File: src/rtl/melody_sequencer.sv
// ----------------------------------------------------------------------------
// melody_sequencer
// Plays a small table of notes. Each entry holds a half-period (in clock
// cycles, 0 = rest) and a duration in units of TICK_DIV clock cycles. The
// current half-period is presented to a downstream tone generator together
// with a gate that is high while a non-rest note plays.
//
// Flow per note: one FETCH cycle to read the table entry, then PLAY for
// duration*TICK_DIV cycles. After the last active entry the sequence either
// wraps to entry 0 (loop level high) or returns to IDLE with a done pulse.
// ----------------------------------------------------------------------------
module melody_sequencer #(
    parameter int TICK_DIV = 6_250_000,
    parameter int DEPTH    = 16
) (
    input  logic        iCLK,
    input  logic        iRST_N,
    input  logic        iWE,
    input  logic [3:0]  iWADDR,
    input  logic [24:0] iWDATA,
    input  logic [4:0]  iLEN,
    input  logic        iSTART,
    input  logic        iSTOP,
    input  logic        iLOOP,
    output logic [20:0] oHALF_PERIOD,
    output logic        oGATE,
    output logic [3:0]  oSTEP,
    output logic        oBUSY,
    output logic        oDONE
);

    // ------------------------------------------------------------------------
    // Constants
    // ------------------------------------------------------------------------
    localparam logic [1:0] S_IDLE  = 2'd0;
    localparam logic [1:0] S_FETCH = 2'd1;
    localparam logic [1:0] S_PLAY  = 2'd2;

    // Last value of the tick counter within one duration unit.
    localparam logic [22:0] TICK_LAST = 23'(TICK_DIV - 1);

    // Largest sequence length the table can actually back.
    localparam logic [4:0] LEN_MAX = 5'(DEPTH);

    // ------------------------------------------------------------------------
    // Storage and state
    // ------------------------------------------------------------------------
    logic [24:0] note_table [DEPTH];

    logic [1:0]  state;
    logic [1:0]  state_nx;
    logic [4:0]  len_q;        // active entries latched at start
    logic [3:0]  step;         // index of the current entry
    logic [20:0] half_period;  // half-period of the current note
    logic [3:0]  dur;          // effective duration of the current note (>= 1)
    logic [22:0] tick_cnt;     // clock cycles within the current unit
    logic [3:0]  unit_cnt;     // units elapsed within the current note
    logic        done;

    // ------------------------------------------------------------------------
    // Decoded conditions
    // ------------------------------------------------------------------------
    logic [24:0] fetch_entry;
    logic [3:0]  fetch_dur;
    logic        tick_wrap;
    logic        unit_wrap;
    logic        play_end;
    logic        last_entry;
    logic        start_ok;
    logic        finish_seq;
    logic        wr_ok;

    // Table write port: writes are accepted in any state.
    assign wr_ok = iRST_N && iWE && (int'(iWADDR) < DEPTH);

    // Note table register file, written on any cycle with the strobe high.
    // NOTE: the table has no reset; its contents are only meaningful once written,
    //       and leaving it unreset lets it map onto plain storage.
    always_ff @(posedge iCLK) begin
        if (wr_ok) begin
            note_table[iWADDR] <= iWDATA;
        end
    end

    // Combinational decode of counters, table read and sequence position.
    // NOTE: every signal in this block gets a default first so no latch is inferred.
    always_comb begin
        fetch_entry = note_table[step];
        fetch_dur   = (fetch_entry[3:0] == 4'd0) ? 4'd1 : fetch_entry[3:0];
        tick_wrap   = (tick_cnt == TICK_LAST);
        unit_wrap   = (unit_cnt == (dur - 4'd1));
        play_end    = (state == S_PLAY) && tick_wrap && unit_wrap;
        last_entry  = ({1'b0, step} >= (len_q - 5'd1));
        start_ok    = iSTART && !iSTOP && (iLEN != 5'd0);
        finish_seq  = play_end && last_entry && !iLOOP;
    end

    // Next-state selection; a stop request wins over everything else.
    always_comb begin
        state_nx = state;
        if (iSTOP) begin
            state_nx = S_IDLE;
        end else begin
            case (state)
                S_IDLE: begin
                    if (start_ok) begin
                        state_nx = S_FETCH;
                    end
                end
                S_FETCH: begin
                    state_nx = S_PLAY;
                end
                S_PLAY: begin
                    if (play_end) begin
                        state_nx = (!last_entry || iLOOP) ? S_FETCH : S_IDLE;
                    end
                end
                default: begin
                    state_nx = S_IDLE;
                end
            endcase
        end
    end

    // State register.
    // NOTE: sequential state uses non-blocking assignments so every register
    //       samples the pre-edge values of the others.
    always_ff @(posedge iCLK) begin
        if (!iRST_N) begin
            state <= S_IDLE;
        end else begin
            state <= state_nx;
        end
    end

    // Sequence length, captured only when a start request is accepted.
    always_ff @(posedge iCLK) begin
        if (!iRST_N) begin
            len_q <= 5'd0;
        end else if ((state == S_IDLE) && start_ok) begin
            len_q <= (iLEN > LEN_MAX) ? LEN_MAX : iLEN;
        end
    end

    // Entry index: cleared on start/stop, advanced or wrapped at note end.
    always_ff @(posedge iCLK) begin
        if (!iRST_N) begin
            step <= 4'd0;
        end else if (iSTOP) begin
            step <= 4'd0;
        end else if ((state == S_IDLE) && start_ok) begin
            step <= 4'd0;
        end else if (play_end) begin
            step <= last_entry ? 4'd0 : (step + 4'd1);
        end
    end

    // Current note: loaded in FETCH, held through PLAY, cleared when idle.
    always_ff @(posedge iCLK) begin
        if (!iRST_N) begin
            half_period <= 21'd0;
            dur         <= 4'd0;
        end else if (iSTOP || finish_seq) begin
            half_period <= 21'd0;
            dur         <= 4'd0;
        end else if (state == S_FETCH) begin
            half_period <= fetch_entry[24:4];
            dur         <= fetch_dur;
        end
    end

    // Duration timing: tick counter rolls every TICK_DIV cycles into units.
    always_ff @(posedge iCLK) begin
        if (!iRST_N) begin
            tick_cnt <= 23'd0;
            unit_cnt <= 4'd0;
        end else if (iSTOP || (state != S_PLAY)) begin
            tick_cnt <= 23'd0;
            unit_cnt <= 4'd0;
        end else if (tick_wrap) begin
            tick_cnt <= 23'd0;
            unit_cnt <= unit_wrap ? 4'd0 : (unit_cnt + 4'd1);
        end else begin
            tick_cnt <= tick_cnt + 23'd1;
        end
    end

    // One-cycle completion pulse on the natural end of a non-looping run.
    always_ff @(posedge iCLK) begin
        if (!iRST_N) begin
            done <= 1'b0;
        end else begin
            done <= !iSTOP && finish_seq;
        end
    end

    // ------------------------------------------------------------------------
    // Outputs
    // ------------------------------------------------------------------------
    assign oHALF_PERIOD = half_period;
    assign oGATE        = (state == S_PLAY) && (half_period != 21'd0);
    assign oSTEP        = step;
    assign oBUSY        = (state != S_IDLE);
    assign oDONE        = done;

endmodule
File: config.mk
export PLATFORM = sky130hd
export DESIGN_NAME = melody_sequencer
export DESIGN_NICKNAME = d
export VERILOG_FILES = /design/src/rtl/melody_sequencer.sv
export SDC_FILE = /design/constraint.sdc
export NUM_CORES = 1
export LEC_CHECK = 0
export BUFFER_PORTS_ARGS = -buffer_cell sky130_fd_sc_hd__buf_2
export CAP_MARGIN = 10
export CORE_MARGIN = 5
export CORE_UTILIZATION = 40
export CTS_CLUSTER_SIZE = 14
export DETAILED_ROUTE_END_ITERATION = 6
export GPL_TIMING_DRIVEN = 0
export PLACE_DENSITY_LB_ADDON = 0.08
export SLEW_MARGIN = 20
export SYNTH_ARGS = -nofsm -noshare
export SYNTH_HDL_FRONTEND = slang
export SYNTH_SLANG_ARGS = --single-unit
File: constraint.sdc
create_clock -name iCLK -period 2.9 [get_ports iCLK]
set_input_delay 0.29 -clock iCLK [delete_from_list [all_inputs] [get_ports iCLK]]
set_output_delay 0.29 -clock iCLK [all_outputs]
set_load 0.01 [all_outputs]
==> reports/metrics.cfg, run 1 <==
[worst_setup_path]
crit_fanout = 10
path_cells = buf_2 -> clkdlybuf4s15_2 -> mux4_2 -> mux4_2 -> nand2_1 -> a21oi_1
cpPeakStageDelay_ns = 0.63
crit-reg2reg-capture = oHALF_PERIOD[9]
worstSetupEndpoint = oHALF_PERIOD[9]
crit_required_ns = 3.36
cp_slowest_cell = dfxtp_1
crit_top_cell = mux4_2
critPathLaunchType = flop
reg2reg_setup_slack_ns = 0.10
rr_worst_depth = 6
worstSetupPathType = flop to flop
cp.arrival_ns = 3.26
worst_setup_path_end_kind = flop

[pwr]
ir_drop_mv = 0.361
power_density_mw_per_mm2 = 635
p_leak_nw = 6.62

[die]
ios = 68
die_x_um = 222
start_util_pct = 40.6
design.die.area_mm2 = 0.0494
fp.dieH_um = 222
num_rows = 77
core_area_mm2 = 0.0444

[global_route]
grt_use_total_pct = 17.5
antenna_found_initial = 2
overflow = 0
grt_pass1_vias = 9321
grt_pass1_wl_um = 63500
grt_start_max_net_pins = 17

[clock_tree]
cts.path.max_buffers = 3
cts.sink_count = 468
numCtsBuffers = 50
clkTransAtPathRegs_ns = 0.05
h-tree-depth = 2
insertion_delay_ns = 0.58
root_buffer = clkbuf_16
cts_tree = yes

[synthesis]
syn_inst = 938
synth_cell_types = 38
seq_area_frac_synth_pct = 74.2
yosys_register_bits = 468
syn_nets = 987
avgSynthCellArea_um2 = 19.2
ys_warn_count = 0
synth_area_mm2 = 0.0180

[timing]
fin_ws_ns = 0.101
skew_ns = 0.0163
relSlewSlack_pct = 33.5
fin_crit_sh_pct = 96.5
tightestPinTransition_ns = 0.998
setup_violations = 0
slew_viol_final = 0
finalHoldViolations = 0
rsz0062_at_grt = no
fmax_ghz = 0.357
fin_crit_ns = 2.80

[final_layout]
multiInputGateArea_mm2 = 0.00457
drive_above_1_share_pct = 28.9
syn2layout_area_growth_pct = 18.1
seq_area_mm2 = 0.0134
post_layout_nonfiller_instances = 1722
final_cell_mix = 400 x edfxtp_1, 123 x mux4_2, 73 x buf_2
mostFrequentLayoutCell = edfxtp_1
n_fill_cell = 3778
nNetsFinal = 1138
fin_area_mm2 = 0.0213

[placement]
place.gp.congestion = 0.748
io_buffers = 67
dpl_cell_area_mm2 = 0.0197
dp_hpwl_um = 28800
dp_cells = 1628
pre_cts_ws_ns = -0.579

[status]
status = finished clean

[route]
ant_nets = 0
wl_um = 43400
drc = 0
post_drt_wl_per_cell_um = 25.2
first_pass_iters = 5
num_vias = 9207
viasPerCell = 5.35
first_iter_violations = 764

[worst_hold_path]
holdCritStartpoint = iRST_N
hold_path_class = input pin to flop

[job]
cap_viol_max_count = 0

final cells by class:
class | instances | share of cell area (%)
Antenna cell | 2 | 0.0235
Clock inverter | 22 | 0.659
Tap cell | 592 | 3.48
Inverter | 8 | 0.141
Clock buffer | 69 | 6.32
Sequential cell | 468 | 62.8
Multi-Input combinational cell | 422 | 21.5
Timing Repair Buffer | 100 | 4.06
Buffer | 39 | 0.988
worst min path at each step:
stage | endpoint | slack, ns | cells after the start
2_1_floorplan | oDONE | 0.37 | 1
3_3_place_gp | tick_cnt[0] | 0.45 | 1
3_5_place_dp | tick_cnt[0] | 0.46 | 1
4_1_cts | len_q[2] | 0.05 | 2
5_1_grt | len_q[3] | 0.06 | 2
6_report | len_q[2] | 0.07 | 2
metrics by stage:
stage | total power [mW] | util (%) | hold WS, ns | setup TNS [ns]
3_3_place_gp | 7.78 | 43.0 | 0.450 | -593.87
2_1_floorplan | 7.62 | - | 0.369 | 0
6_report | 13.5 | 47.9 | 0.0720 | 0
4_1_cts | 13.6 | 47.8 | 0.0524 | 0
3_5_place_dp | 7.81 | 44.4 | 0.459 | -10.57
5_1_grt | 14.0 | 47.9 | 0.0553 | 0
power breakdown:
group	total (mW)	internal (mW)	switching, mW
clock network	5.84	3.32	2.52
logic	0.275	0.0872	0.188
registers	7.39	7.37	0.0190
synth_stat cells:
master | count | share of area [%]
nor4_2 | 1 | 0.069
buf_1 | 6 | 0.13
a211oi_1 | 1 | 0.042
a311oi_1 | 1 | 0.049
or3_1 | 3 | 0.10
xor2_1 | 15 | 0.73
or4_1 | 3 | 0.13
or2_2 | 2 | 0.069
nand2b_1 | 6 | 0.21
xnor2_1 | 17 | 0.83
buf_2 | 8 | 0.22
nor2b_1 | 10 | 0.35
nand3b_1 | 1 | 0.042
inv_1 | 8 | 0.17
dfxtp_1 | 68 | 7.6
nand4_1 | 8 | 0.28
o21ai_0 | 7 | 0.19
nor2_1 | 51 | 1.1
a22oi_1 | 2 | 0.083
buf_6 | 2 | 0.13
or4b_1 | 1 | 0.056
nand4b_1 | 1 | 0.049
edfxtp_1 | 400 | 67
and3_1 | 4 | 0.14
nand3_1 | 17 | 0.47
o31ai_4 | 1 | 0.12
a21boi_0 | 1 | 0.042
nor4_1 | 5 | 0.17
nor4b_2 | 1 | 0.083
mux2i_1 | 1 | 0.056
ha_1 | 9 | 0.63
nor3_1 | 15 | 0.42
nor3b_1 | 5 | 0.21
mux4_2 | 123 | 15
and4_1 | 1 | 0.049
a21oi_1 | 38 | 1.1
clkbuf_1 | 24 | 0.50
nand2_1 | 71 | 1.5
layer usage:
layer	wire length, µm	track usage [%]	vias to the layer above
li1	-	-	4061
met1	19200	25.0	4846
met2	20900	28.1	244
met3	2350	3.41	56
met4	887	4.06	0
met5	0	0	-
cells by family after synthesis:
| logic type | after synthesis | synth area share [%] |
|---|---|---|
| adders and majority gates | 9 | 0.625 |
| DFF | 468 | 74.2 |
| xor gates and xnor gates | 32 | 1.56 |
| buffers and inverters | 48 | 1.14 |
| AOI/OAI and AO/OA | 51 | 1.58 |
| and+or+nand+nor | 206 | 5.43 |
| muxes | 124 | 15.4 |
critical path, delay by kind of cell, from the launching register on:
family,cells,cell delay [ns]
AND/OR/NAND/NOR,1,0.15
buffers and inverters,2,0.93
multiplexers,2,0.89
AO/OA/AOI/OAI,1,0.08
flip-flops,1,0.63
sequential cells by signal, indices dropped and copies added, names as in the netlist, named ones only:
name,cells
dur,4
len_q,5
note_table,400
oDONE,1
oHALF_PERIOD,21
oSTEP,4
state,2
tick_cnt,23
unit_cnt,4
repair_timing:
item	4_1_cts	5_1_grt
resized for setup	13	5
endpoints found under the setup margin	22	22
buffers inserted	0	1
endpoints found under the hold margin	1	0
hold buffers	1	0
pin swaps	0	1
(Power assumes the default switching activity.)
==> inputs of run 2 (changes only) <==
Clock period 2.9 ns to 3.13 ns, I/O delays scaled along.
==> reports/metrics.cfg, run 2 (synthesis gave the netlist of run 1 again) <==
[status]
status = finished clean

[global_route]
overflow = 0  ; unchanged
grt_pass1_wl_um = 63500  ; about the same
grt_use_total_pct = 17.4  ; about the same
grt_pass1_vias = 9321  ; unchanged
grt_start_max_net_pins = 17  ; unchanged
antenna_found_initial = 2  ; unchanged

[route]
first_pass_iters = 5  ; unchanged
wl_um = 43200  ; -0.27%
viasPerCell = 5.33  ; -0.39%
drc = 0  ; unchanged
ant_nets = 0  ; unchanged
num_vias = 9171  ; -0.39%
first_iter_violations = 790  ; +3.4%
post_drt_wl_per_cell_um = 25.1  ; -0.27%

[timing]
tightestPinTransition_ns = 0.980  ; -0.0172 ns
skew_ns = 0.0149  ; -0.00139 ns
fin_crit_ns = 2.97  ; +0.171 ns
fin_crit_sh_pct = 94.9  ; -1.6 points
slew_viol_final = 0  ; unchanged
setup_violations = 0  ; unchanged
hold_slack_ns = 0.0952  ; +0.0232 ns
fmax_ghz = 0.337  ; -5.8%
relSlewSlack_pct = 34.6  ; +1.1 points
fin_ws_ns = 0.161  ; +0.0591 ns
rsz0062_at_grt = no
finalHoldViolations = 0  ; unchanged

[worst_setup_path]
critPathLaunchType = flop
crit_buf_inv = 3  ; +1
cp_slowest_cell = clkdlybuf4s15_2
worst_setup_path_end_kind = flop
crit_top_cell = mux4_2
worstSetupPathType = flop to flop
crit_fanout = 10  ; unchanged
cp.arrival_ns = 3.43  ; +0.17 ns
cp_top_family = buffers and inverters
path_cells = clkbuf_1 -> buf_2 -> clkdlybuf4s15_2 -> mux4_2 -> mux4_2 -> nand2_1 -> a21oi_1
cpPeakStageDelay_ns = 0.56  ; -0.07 ns
crit_required_ns = 3.59  ; +0.23 ns

[worst_hold_path]
hold_path_class = input pin to flop

[final_layout]
syn2layout_area_growth_pct = 17.8
drive_above_1_share_pct = 28.5  ; -0.35 points
final_cell_mix = 400 x edfxtp_1, 123 x mux4_2, 78 x buf_2
largest_reg_flops = 400  ; unchanged
largest_register = note_table
mostFrequentLayoutCell = edfxtp_1
nNetsFinal = 1138  ; unchanged

[placement]
io_buffers = 67  ; unchanged
pre_cts_ws_ns = -0.349  ; +0.230 ns
dp_hpwl_um = 28800  ; unchanged
place.gp.congestion = 0.748  ; unchanged

[clock_tree]
cts_tree = yes
h-tree-depth = 2  ; unchanged
cts_setup_buffers = 0  ; unchanged
cts.sink_count = 468  ; unchanged
root_buffer = clkbuf_16
cts.path.max_buffers = 3  ; unchanged
clkTransAtPathRegs_ns = 0.05  ; about the same
numCtsBuffers = 50  ; unchanged
insertion_delay_ns = 0.58  ; about the same

[die]
die_x_um = 222  ; unchanged
design.die.area_mm2 = 0.0494  ; unchanged
num_rows = 77  ; unchanged
ios = 68  ; unchanged
fp.dieH_um = 222  ; unchanged
core_area_mm2 = 0.0444  ; unchanged
start_util_pct = 40.6  ; unchanged

[pwr]
power_density_mw_per_mm2 = 589  ; -7.2%
ir_drop_mv = 0.337  ; -6.7%
p_leak_nw = 6.61  ; -0.17%

[job]
cap_viol_max_count = 0  ; unchanged

## run 2: final cells by class
| cell class | count | area, µm² |
|---|---|---|
| antenna | 2 | 5.00 |
| buffer | 40 | 195 |
| multi-input combinational | 422 | 4550 |
| sequential | 468 | 13400 |
| clock buffer | 69 | 1340 |
| fill | 3786 | 23200 |
| tap | 592 | 741 |
| clock inverter | 22 | 140 |
| inverter | 8 | 30.0 |
| timing repair buffer | 99 | 845 |
## run 2: path summary, 6_finish.rpt
| kind | startpoint | endpoint | slack, ns | depth (start not counted) |
|---|---|---|---|---|
| min | iRST_N | len_q[2] | 0.1 | 2 |
| max | flop | oHALF_PERIOD[9] | 0.16 | 7 |
| max reg2reg | flop | oHALF_PERIOD[9] | 0.16 | 7 |
| min reg2reg | oHALF_PERIOD[4] | oHALF_PERIOD[4] | 0.47 | 2 |
## run 2: what timing repair did
item,in CTS,in global routing
setup endpoints to repair,21,0
hold buffers,1,0
gates resized for setup,7,0
endpoints found under the hold margin,1,0
## run 2: power by group
group,switching [mW],internal (mW)
combinational,0.172,0.0778
sequential,0.0175,6.83
clock,2.33,3.07
## run 2: stage by stage
stage | utilization [%] | TNS, ns | cells | power, mW | cell area, µm²
after floorplan | - | 0 | 938 | 7.06 | 18000
after global placement | 43.0 | -506.24 | 1597 | 7.21 | 19100
after detailed placement | 44.4 | -5.74 | 1628 | 7.23 | 19700
after CTS | 47.8 | 0 | 1720 | 12.6 | 21200
after global routing | 47.8 | 0 | 1722 | 13.0 | 21200
final | 47.8 | 0 | 1722 | 12.5 | 21200
## run 2: worst reg2reg max path: stages, from the launching register on
cell	delay, ns
dfxtp_1	0.31
clkbuf_1	0.47
buf_2	0.40
clkdlybuf4s15_2	0.56
mux4_2	0.40
mux4_2	0.51
nand2_1	0.14
a21oi_1	0.08
## run 2: routing by layer
| layer | wire [µm] | share of wire, % | GRT usage [%] | vias to the layer above |
|---|---|---|---|---|
| li1 | - | - | - | 4063 |
| met1 | 19300 | 45 | 24.9 | 4832 |
| met2 | 20900 | 48 | 28.1 | 220 |
| met3 | 2150 | 5.0 | 3.41 | 56 |
| met4 | 894 | 2.1 | 4.06 | 0 |
| met5 | 0 | 0 | 0 | - |
==> inputs of run 3 (changes only) <==
Settings changed: GPL_TIMING_DRIVEN 0 to 1, HOLD_SLACK_MARGIN set to 0.08.
==> reports/metrics.cfg, run 3 (synthesis gave the netlist of run 1 again) <==
[final_layout]
final_cell_mix = 400 x edfxtp_1, 123 x mux4_2, 71 x nand2_1
nNetsFinal = 1109  ; -2.5%
drive_above_1_share_pct = 28.6  ; about the same
fin_area_mm2 = 0.0211  ; -0.58%
syn2layout_area_growth_pct = 17.1
mostFrequentLayoutCell = edfxtp_1
final_util_pct = 47.5  ; -0.28 points
n_fill_cell = 3751  ; -0.92%
largest_register = note_table
largest_reg_flops = 400  ; unchanged
post_layout_nonfiller_instances = 1696  ; -1.5%

[route]
wl_um = 42600  ; -1.5%
drc = 0  ; unchanged
first_iter_violations = 604  ; -24%
viasPerCell = 5.29  ; -0.74%
num_vias = 8966  ; -2.2%
post_drt_wl_per_cell_um = 25.1  ; about the same
first_pass_iters = 4  ; -1
ant_nets = 0  ; unchanged

[global_route]
grt_pass1_wl_um = 63300  ; -0.31%
overflow = 0  ; unchanged
antenna_found_initial = 1  ; -1
grt_start_max_net_pins = 47  ; +30
grt_use_total_pct = 17.3  ; -0.15 points
grt_pass1_vias = 9454  ; +1.4%

[placement]
pre_cts_ws_ns = 0.549  ; +0.898 ns
place.gp.congestion = 0.760  ; +1.6%
dp_hpwl_um = 22500  ; -22%
dpl_cell_area_mm2 = 0.0193  ; -1.9%
dp_cells = 1585  ; -2.6%
io_buffers = 67  ; unchanged

[clock_tree]
root_buffer = clkbuf_16
cts.path.max_buffers = 3  ; unchanged
cts_tree = yes
h-tree-depth = 2  ; unchanged
cts.sink_count = 468  ; unchanged
insertion_delay_ns = 0.58  ; about the same
clkTransAtPathRegs_ns = 0.06  ; about the same
post_cts_resized = 0  ; -7
numCtsBuffers = 51  ; +2.0%

[die]
start_util_pct = 40.6  ; unchanged
num_rows = 77  ; unchanged
core_area_mm2 = 0.0444  ; unchanged
design.die.area_mm2 = 0.0494  ; unchanged
ios = 68  ; unchanged
die_x_um = 222  ; unchanged
fp.dieH_um = 222  ; unchanged

[pwr]
ir_drop_mv = 0.463  ; +37%
p_leak_nw = 6.55  ; -0.97%
power_density_mw_per_mm2 = 611  ; +3.8%

[worst_setup_path]
rr_worst_depth = 8  ; +1
worst_setup_path_end_kind = primary output
path_cells = nor4_1 -> nand4_1 -> nor4_1 -> nor2_1 -> buf_2
worstSetupEndpoint = oGATE
reg2reg_setup_slack_ns = 0.54  ; +0.38 ns
worstSetupPathType = flop to primary output
crit_path_start = oHALF_PERIOD[5]
crit_fanout = 3  ; -7
cp.arrival_ns = 2.47  ; -0.96 ns
cp_top_family = simple AND/OR/NAND/NOR gates
critPathLaunchType = flop
crit_buf_inv = 1  ; -2
r2r-start = dur[0]
crit_cells = 5  ; -2
crit_top_cell = nor4_1
cp_slowest_cell = nor4_1
crit_required_ns = 2.82  ; -0.77 ns
crit-reg2reg-capture = oHALF_PERIOD[17]
cpPeakStageDelay_ns = 0.59  ; +0.03 ns

[timing]
tns_ns = 0  ; unchanged
fmax_ghz = 0.360  ; +6.8%
skew_ns = 0.0165  ; +0.00164 ns
setup_violations = 0  ; unchanged
relSlewSlack_pct = 42.3  ; +7.6 points
slew_viol_final = 0  ; unchanged
finalHoldViolations = 0  ; unchanged
fin_crit_ns = 2.78  ; -0.190 ns
fin_crit_sh_pct = 88.8  ; -6.1 points
tightestPinTransition_ns = 0.866  ; -0.114 ns
rsz0062_at_grt = no
fin_ws_ns = 0.351  ; +0.190 ns

[status]
status = finished clean

[job]
cap_viol_max_count = 0  ; unchanged

[worst_hold_path]
hold_path_class = input pin to flop

run 3: cell types whose count changed in the layout (fill, tap and decap cells not counted), moves of 4 or more:
cell	change
clkinv_2	+6
buf_16	-10
buf_4	+6
dfxtp_1	-4
clkbuf_2	-7
dlygate4sd3_1	+13
clkbuf_1	-25
buf_2	-11
run 3: final cells by class:
class                           instances  area, µm²  share of cell area [%]
Sequential cell                       468      13400                    63.4
Multi-Input combinational cell        422       4550                    21.6
Clock buffer                           65       1360                    6.45
Timing Repair Buffer                  109        773                    3.67
Tap cell                              592        741                    3.51
Clock inverter                         31        258                    1.22
Inverter                                8       30.0                   0.142
Antenna cell                            1       2.50                  0.0119
run 3: worst reg2reg max path: cells and delay by family (launching register included):
kind	cells	cell delay, ns
flops	1	0.36
fa+ha+maj	1	0.31
xor+xnor	1	0.12
compound gates	2	0.34
simple gates	2	1.04
buf+inv	2	0.32
run 3: timing repair:
item                      CTS  global route
setup buffers               0             0
hold endpoints to repair  136             0
hold buffers               14             0
run 3: worst min-delay path by stage:
stage                 from                  to  slack (ns)  depth (start not counted)
2_1_floorplan        iLOOP               oDONE        0.39                          1
3_3_place_gp   tick_cnt[0]         tick_cnt[0]        0.44                          1
3_5_place_dp   tick_cnt[0]         tick_cnt[0]        0.46                          1
4_1_cts         iWDATA[16]   note_table[5][16]        0.08                          1
5_1_grt          iWDATA[4]   note_table[14][4]         0.1                          1
6_report        iWDATA[15]  note_table[14][15]        0.11                          1
run 3: per-stage QoR:
stage                     power (mW)  hold WS, ns
final                           12.9        0.113
after global routing            13.4       0.0972
after CTS                       13.0       0.0801
after detailed placement        7.22        0.456
after global placement          7.22        0.441
after floorplan                 7.06        0.392
run 3: per-layer routing:
metal | global-route usage [%] | routed length (µm)
met1 | 24.0 | 19000
met4 | 4.79 | 896
met2 | 28.9 | 21300
met5 | 0 | 0
met3 | 2.48 | 1470
run 3: power by group:
| group | switching, mW | internal (mW) | leakage (nW) |
|---|---|---|---|
| clock | 2.40 | 3.40 | 0.798 |
| sequential | 0.0177 | 6.83 | 4.15 |
| combinational | 0.174 | 0.0795 | 1.60 |
| total | 2.59 | 10.3 | 6.55 |
